===== src/rtl/mem_stage.sv =====
// MEM pipeline stage: little-endian byte-addressable data memory with sized,
// sign/zero-extending loads, alignment checking and registered MEM/WB outputs.
module mem_stage #(
  parameter int unsigned DEPTH_WORDS = 64
) (
  input  logic                           Clock,
  input  logic                           i_reset_n,
  input  logic                           i_enable,
  input  logic                           i_flush,
  input  logic                           i_halt,
  input  logic [31:0]                    In_ControlSignal,
  input  logic [31:0]                    In_ALUResult,
  input  logic [31:0]                    In_RegRTData,
  input  logic [4:0]                     In_RegDst,
  input  logic [31:0]                    In_PCAdder,
  input  logic [$clog2(DEPTH_WORDS)-1:0] i_dbg_addr,
  output logic [31:0]                    o_dbg_data,
  output logic                           Out_RegWrite,
  output logic                           Out_MemToReg,
  output logic [31:0]                    Out_ReadData,
  output logic [31:0]                    Out_ALUResult,
  output logic [4:0]                     Out_RegDst,
  output logic [31:0]                    Out_PCAdder,
  output logic                           o_halt,
  output logic                           o_misaligned
);

  localparam int unsigned AW = $clog2(DEPTH_WORDS);

  logic [31:0]   mem [DEPTH_WORDS];

  logic          mem_read;
  logic          mem_write;
  logic [1:0]    size;
  logic          is_unsigned;
  logic [1:0]    lane;
  logic [AW-1:0] word_idx;
  logic [31:0]   rd_word;
  logic [7:0]    rd_byte;
  logic [15:0]   rd_half;
  logic [31:0]   load_data;
  logic [31:0]   wr_data;
  logic [3:0]    wr_be;
  logic          align_err;
  logic          misaligned;
  logic          do_store;
  logic [31:0]   read_data_next;

  assign mem_read    = In_ControlSignal[0];
  assign mem_write   = In_ControlSignal[1];
  assign size        = In_ControlSignal[3:2];
  assign is_unsigned = In_ControlSignal[4];
  assign lane        = In_ALUResult[1:0];
  assign word_idx    = In_ALUResult[AW+1:2];

  assign rd_word    = mem[word_idx];
  assign o_dbg_data = mem[i_dbg_addr];
  assign rd_byte    = rd_word[{lane, 3'b000} +: 8];
  assign rd_half    = rd_word[{lane[1], 4'b0000} +: 16];

  // Narrow store data is replicated across lanes; the byte enables pick the target lanes.
  always_comb begin
    align_err = 1'b0;
    load_data = rd_word;
    wr_data   = In_RegRTData;
    wr_be     = 4'b1111;
    case (size)
      2'b00: begin
        load_data = {{24{rd_byte[7] & ~is_unsigned}}, rd_byte};
        wr_data   = {4{In_RegRTData[7:0]}};
        wr_be     = 4'b0001 << lane;
      end
      2'b01: begin
        align_err = lane[0];
        load_data = {{16{rd_half[15] & ~is_unsigned}}, rd_half};
        wr_data   = {2{In_RegRTData[15:0]}};
        wr_be     = lane[1] ? 4'b1100 : 4'b0011;
      end
      default: begin
        align_err = (lane != 2'b00);
      end
    endcase
  end

  assign misaligned     = align_err & (mem_read | mem_write);
  assign do_store       = i_reset_n & i_enable & ~i_flush & mem_write & ~misaligned;
  assign read_data_next = (mem_read & ~misaligned) ? load_data : '0;

  always_ff @(posedge Clock) begin
    if (do_store) begin
      for (int unsigned k = 0; k < 4; k++) begin
        if (wr_be[k]) mem[word_idx][8*k +: 8] <= wr_data[8*k +: 8];
      end
    end
  end

  always_ff @(posedge Clock or negedge i_reset_n) begin
    if (!i_reset_n) begin
      Out_RegWrite  <= 1'b0;
      Out_MemToReg  <= 1'b0;
      Out_ReadData  <= '0;
      Out_ALUResult <= '0;
      Out_RegDst    <= '0;
      Out_PCAdder   <= '0;
      o_halt        <= 1'b0;
      o_misaligned  <= 1'b0;
    end else if (i_flush) begin
      Out_RegWrite  <= 1'b0;
      Out_MemToReg  <= 1'b0;
      Out_ReadData  <= '0;
      Out_ALUResult <= '0;
      Out_RegDst    <= '0;
      Out_PCAdder   <= '0;
      o_halt        <= 1'b0;
      o_misaligned  <= 1'b0;
    end else if (i_enable) begin
      Out_RegWrite  <= In_ControlSignal[5] & ~misaligned;
      Out_MemToReg  <= In_ControlSignal[6];
      Out_ReadData  <= read_data_next;
      Out_ALUResult <= In_ALUResult;
      Out_RegDst    <= In_RegDst;
      Out_PCAdder   <= In_PCAdder;
      o_halt        <= i_halt;
      o_misaligned  <= misaligned;
    end
  end

endmodule

===== config.mk =====
export PLATFORM = sky130hd
export DESIGN_NAME = mem_stage
export DESIGN_NICKNAME = d
export VERILOG_FILES = /design/src/rtl/mem_stage.sv
export SDC_FILE = /design/constraint.sdc
export NUM_CORES = 2
export LEC_CHECK = 0
export BUFFER_PORTS_ARGS = -buffer_cell sky130_fd_sc_hd__buf_2
export CAP_MARGIN = 20
export CORE_ASPECT_RATIO = 0.6
export CORE_UTILIZATION = 40
export CTS_BUF_LIST = sky130_fd_sc_hd__clkbuf_8
export CTS_CLUSTER_SIZE = 8
export DETAILED_ROUTE_END_ITERATION = 8
export HOLD_SLACK_MARGIN = 0.12
export PLACE_DENSITY = 0.55
export SYNTH_ARGS = -nofsm -noshare
export SYNTH_HDL_FRONTEND = slang
export SYNTH_SLANG_ARGS = --single-unit
export TNS_END_PERCENT = 5

===== constraint.sdc =====
create_clock -name Clock -period 4.1 [get_ports Clock]
set_input_delay 0.205 -clock Clock [delete_from_list [all_inputs] [get_ports Clock]]
set_output_delay 0.205 -clock Clock [all_outputs]
set_load 0.005 [all_outputs]

==> out/metrics.cfg <==
[timing]
fin_crit_sh_pct = 101
fmax_mhz = 242
worst_slew_pin_slew_ns = 1.21
slew-limit-headroom_pct = 19.2
fin_worst_skew_ns = 0.0449
fin_tns_setup_ns = -0.0600
worst_slack_ns = -0.0386
maxSlewViolCount = 0
rsz0062_at_grt = no
post-route-min-period_ns = 4.14
hold_viol = 0
worst_hold_slack_ns = 0.165
setup_viol = 2

[yosys]
syn_avg_cell_area_um2 = 17.2
syn-instance-count = 5770
synth_most_common_cell = edfxtp_1
syn_nets = 5914
synth_edf_count = 2048
async_flop_share_pct = 4.88
synth_ff_type = edfxtp_1
ys_warn_count = 0
synth_top_area_share_pct = 62.1
netlist.top_cell.by_area = edfxtp_1
synth_top_cells_by_count = edfxtp_1, mux4_2, nor2_1
synth_area_leaders = edfxtp_1, mux4_2, mux2i_1
seq_area_frac_synth_pct = 64.8
ys_types = 81
syn-cell-area_mm2 = 0.0990
ys_ff_latch = 2153

[global_route]
grt_max_degree = 77
busiest_layer = met1
grt.total_usage_pct = 34.4
grtUsageMet2_pct = 44.5
antenna_found_initial = 54
grt_pass1_wl_um = 588000
grt_use_met1_pct = 49.7
met3_usage_pct = 16.3
grt_remaining_overflow = 0
grt_pass1_vias = 67300

[clocking]
cts_tree = done
clockBufferDepth = 4
post_cts_buffers = 0
cts.reportedPaths.clkPinSlew_ns = 0.07
numCtsBuffers = 333
htreeDepth = 5
clock-sinks = 2153
insertion_delay_ns = 1.04
clockRootBuffer = clkbuf_8

[status]
violations = setup timing
status = finished with violations

[run]
cap_viol_max_count = 0

[setup_path]
critical_path.top_delay_family = buffers and inverters
critPathMaxStageDelay_ns = 0.85
cp_data_required_time_ns = 5.02
slowest_stage = and4_1
r2r_slack_ns = 0.46
crit_fanout = 24
worstPathArrival_ns = 5.06
worst-path-buf-inv = 5
startpoint_type = input port
cp_cell_sequence = dlygate4sd3_1 > buf_8 > buf_12 > and3b_4 > buf_12 > a22oi_1 > nand4_1 > a21oi_1 > and4_1 > o22ai_1 > nand2_1 > dlygate4sd3_1 > nand3_1
crit_type = in -> reg
critPathCaptureType = register

[cells_and_area]
area_delta_synth_final_pct = 18.4
nNetsFinal = 6987
design_area_mm2 = 0.117
drive_above_1_share_pct = 31.7

[route]
drtIter0Drc = 14300
route.detailed.drc = 0
firstDrtPassIters = 8
wl_per_cell_um = 42.5
viasPerCell = 6.91
vias = 71400
wl_um = 439000
postRouteAntennaNets = 0

[power_and_ir_drop]
p_leak_nw = 39.3
p_int_w = 0.0340
switchingPower_w = 0.0123
p_comb_share_pct = 11.9
p_clk_share_pct = 35.6
p_per_area_mw_per_mm2 = 395
seqPwrFrac_pct = 52.5
ir_drop_mv = 0.213
sw_frac_of_total_pct = 26.7

[die]
initial_core_util_pct = 40.2
die_w_um = 644
io_pins = 281
die_h_um = 387
core_area_mm2 = 0.246
rows = 141
die-area_mm2 = 0.250

[worst_hold_path]
hp-class = in -> reg

[place]
portBuffers = 255
hpwl_um = 299000
routabilityCongestion = 0.966
post_dp_cell_area_mm2 = 0.109

-- registers in the layout (all words and copies together), names as in the netlist --
signal,cells
Out_ALUResult,32
Out_MemToReg,1
Out_PCAdder,32
Out_ReadData,32
Out_RegDst,5
Out_RegWrite,1
mem,2048
o_halt,1
o_misaligned,1
-- worst paths after layout --
kind                            cells past startpoint                      endpoint                         from
worst max-delay path                               13  Out_ReadData[13]$_DFFE_PN0P_              In_ALUResult[3]
worst min-delay path                                4          mem[5][25]$_DFFE_PP_             In_RegRTData[25]
worst max register to register                     10  Out_ReadData[21]$_DFFE_PN0P_        mem[26][31]$_DFFE_PP_
worst min register to register                      2   Out_ReadData[9]$_DFFE_PN0P_  Out_ReadData[9]$_DFFE_PN0P_
max in group asynchronous                           4  Out_ALUResult[2]$_DFFE_PN0P_                    i_reset_n
min in group asynchronous                           4   Out_PCAdder[25]$_DFFE_PN0P_                    i_reset_n
-- cell families (layout without fill, tap and decap cells) --
kind of cell | after synthesis | count (layout) | synth area share (%)
buf+inv | 498 | 1745 | 2.29
other cells | 0 | 19 | 0
mux | 1170 | 1170 | 21.1
compound gates | 1111 | 1111 | 8.21
simple gates | 838 | 838 | 3.69
flops | 2153 | 2153 | 64.8
-- timing repair --
item                       in CTS  in global routing
setup endpoints to repair       0                 24
hold buffers                  277                  2
resized for setup               0                  1
hold endpoints to repair     1089                101
-- power by group through the flow --
stage,registers [W],logic [W],clock network (W)
floorplan,0.0248,0.00241,0
global placement,0.0248,0.00499,0
detailed placement,0.0248,0.00504,0
CTS,0.0243,0.00528,0.0165
global route,0.0243,0.00555,0.0173
finish,0.0243,0.00552,0.0165
-- stage by stage --
| stage | power [W] | cells | setup slack, ns | util [%] |
|---|---|---|---|---|
| floorplan | 0.0272 | 5770 | 0.0439 | - |
| global placement | 0.0298 | 9512 | -0.385 | 44.2 |
| detailed placement | 0.0298 | 9515 | -0.406 | 44.3 |
| CTS | 0.0461 | 10300 | 0.0759 | 47.6 |
| global route | 0.0472 | 10300 | 0.0580 | 47.6 |
| finish | 0.0463 | 10300 | -0.0386 | 47.7 |
-- cell usage in the layout (no fill, tap or decap), types with 19 or more instances in the layout --
| cell | synthesis | layout |
|---|---|---|
| diode_2 | 0 | 19 |
| a221oi_1 | 191 | 191 |
| clkinv_1 | 2 | 25 |
| buf_2 | 93 | 244 |
| dfrtp_1 | 105 | 105 |
| inv_1 | 2 | 120 |
| nand3_1 | 39 | 38 |
| nor2_1 | 436 | 428 |
| a21oi_1 | 136 | 136 |
| mux2_2 | 124 | 124 |
| o22ai_1 | 73 | 73 |
| a221o_1 | 35 | 35 |
| o21ai_0 | 109 | 101 |
| mux4_2 | 717 | 717 |
| a22oi_1 | 292 | 292 |
| edfxtp_1 | 2048 | 2048 |
| a22o_1 | 93 | 93 |
| dlygate4sd3_1 | 0 | 278 |
| mux2i_1 | 327 | 327 |
| clkbuf_8 | 0 | 349 |
| buf_4 | 22 | 604 |
| a31oi_1 | 66 | 66 |
| buf_12 | 3 | 96 |
| nand2_1 | 222 | 220 |
-- per-layer routing --
metal / vias up / part of all wire (%)
li1: 26400 / -
met3: 1059 / 18
met4: 52 / 4.2
met1: 37100 / 39
met2: 6726 / 39
met5: - / 0.15
-- worst min-delay path, cell delays in order --
cell and delay [ns]:
dlygate4sd3_1 0.56, buf_2 0.12, nand2_1 0.08, o21ai_4 0.11
-- layout make-up --
cell class | count | area, um2
Fill cell | 20700 | 129000
Timing Repair Buffer | 1231 | 10600
Inverter | 5 | 22.5
Clock inverter | 160 | 647
Multi-Input combinational cell | 3119 | 32900
Tap cell | 3289 | 4120
Sequential cell | 2153 | 64100
Clock buffer | 349 | 4800
Antenna cell | 19 | 47.5
Power figures use the tool's default switching activity.
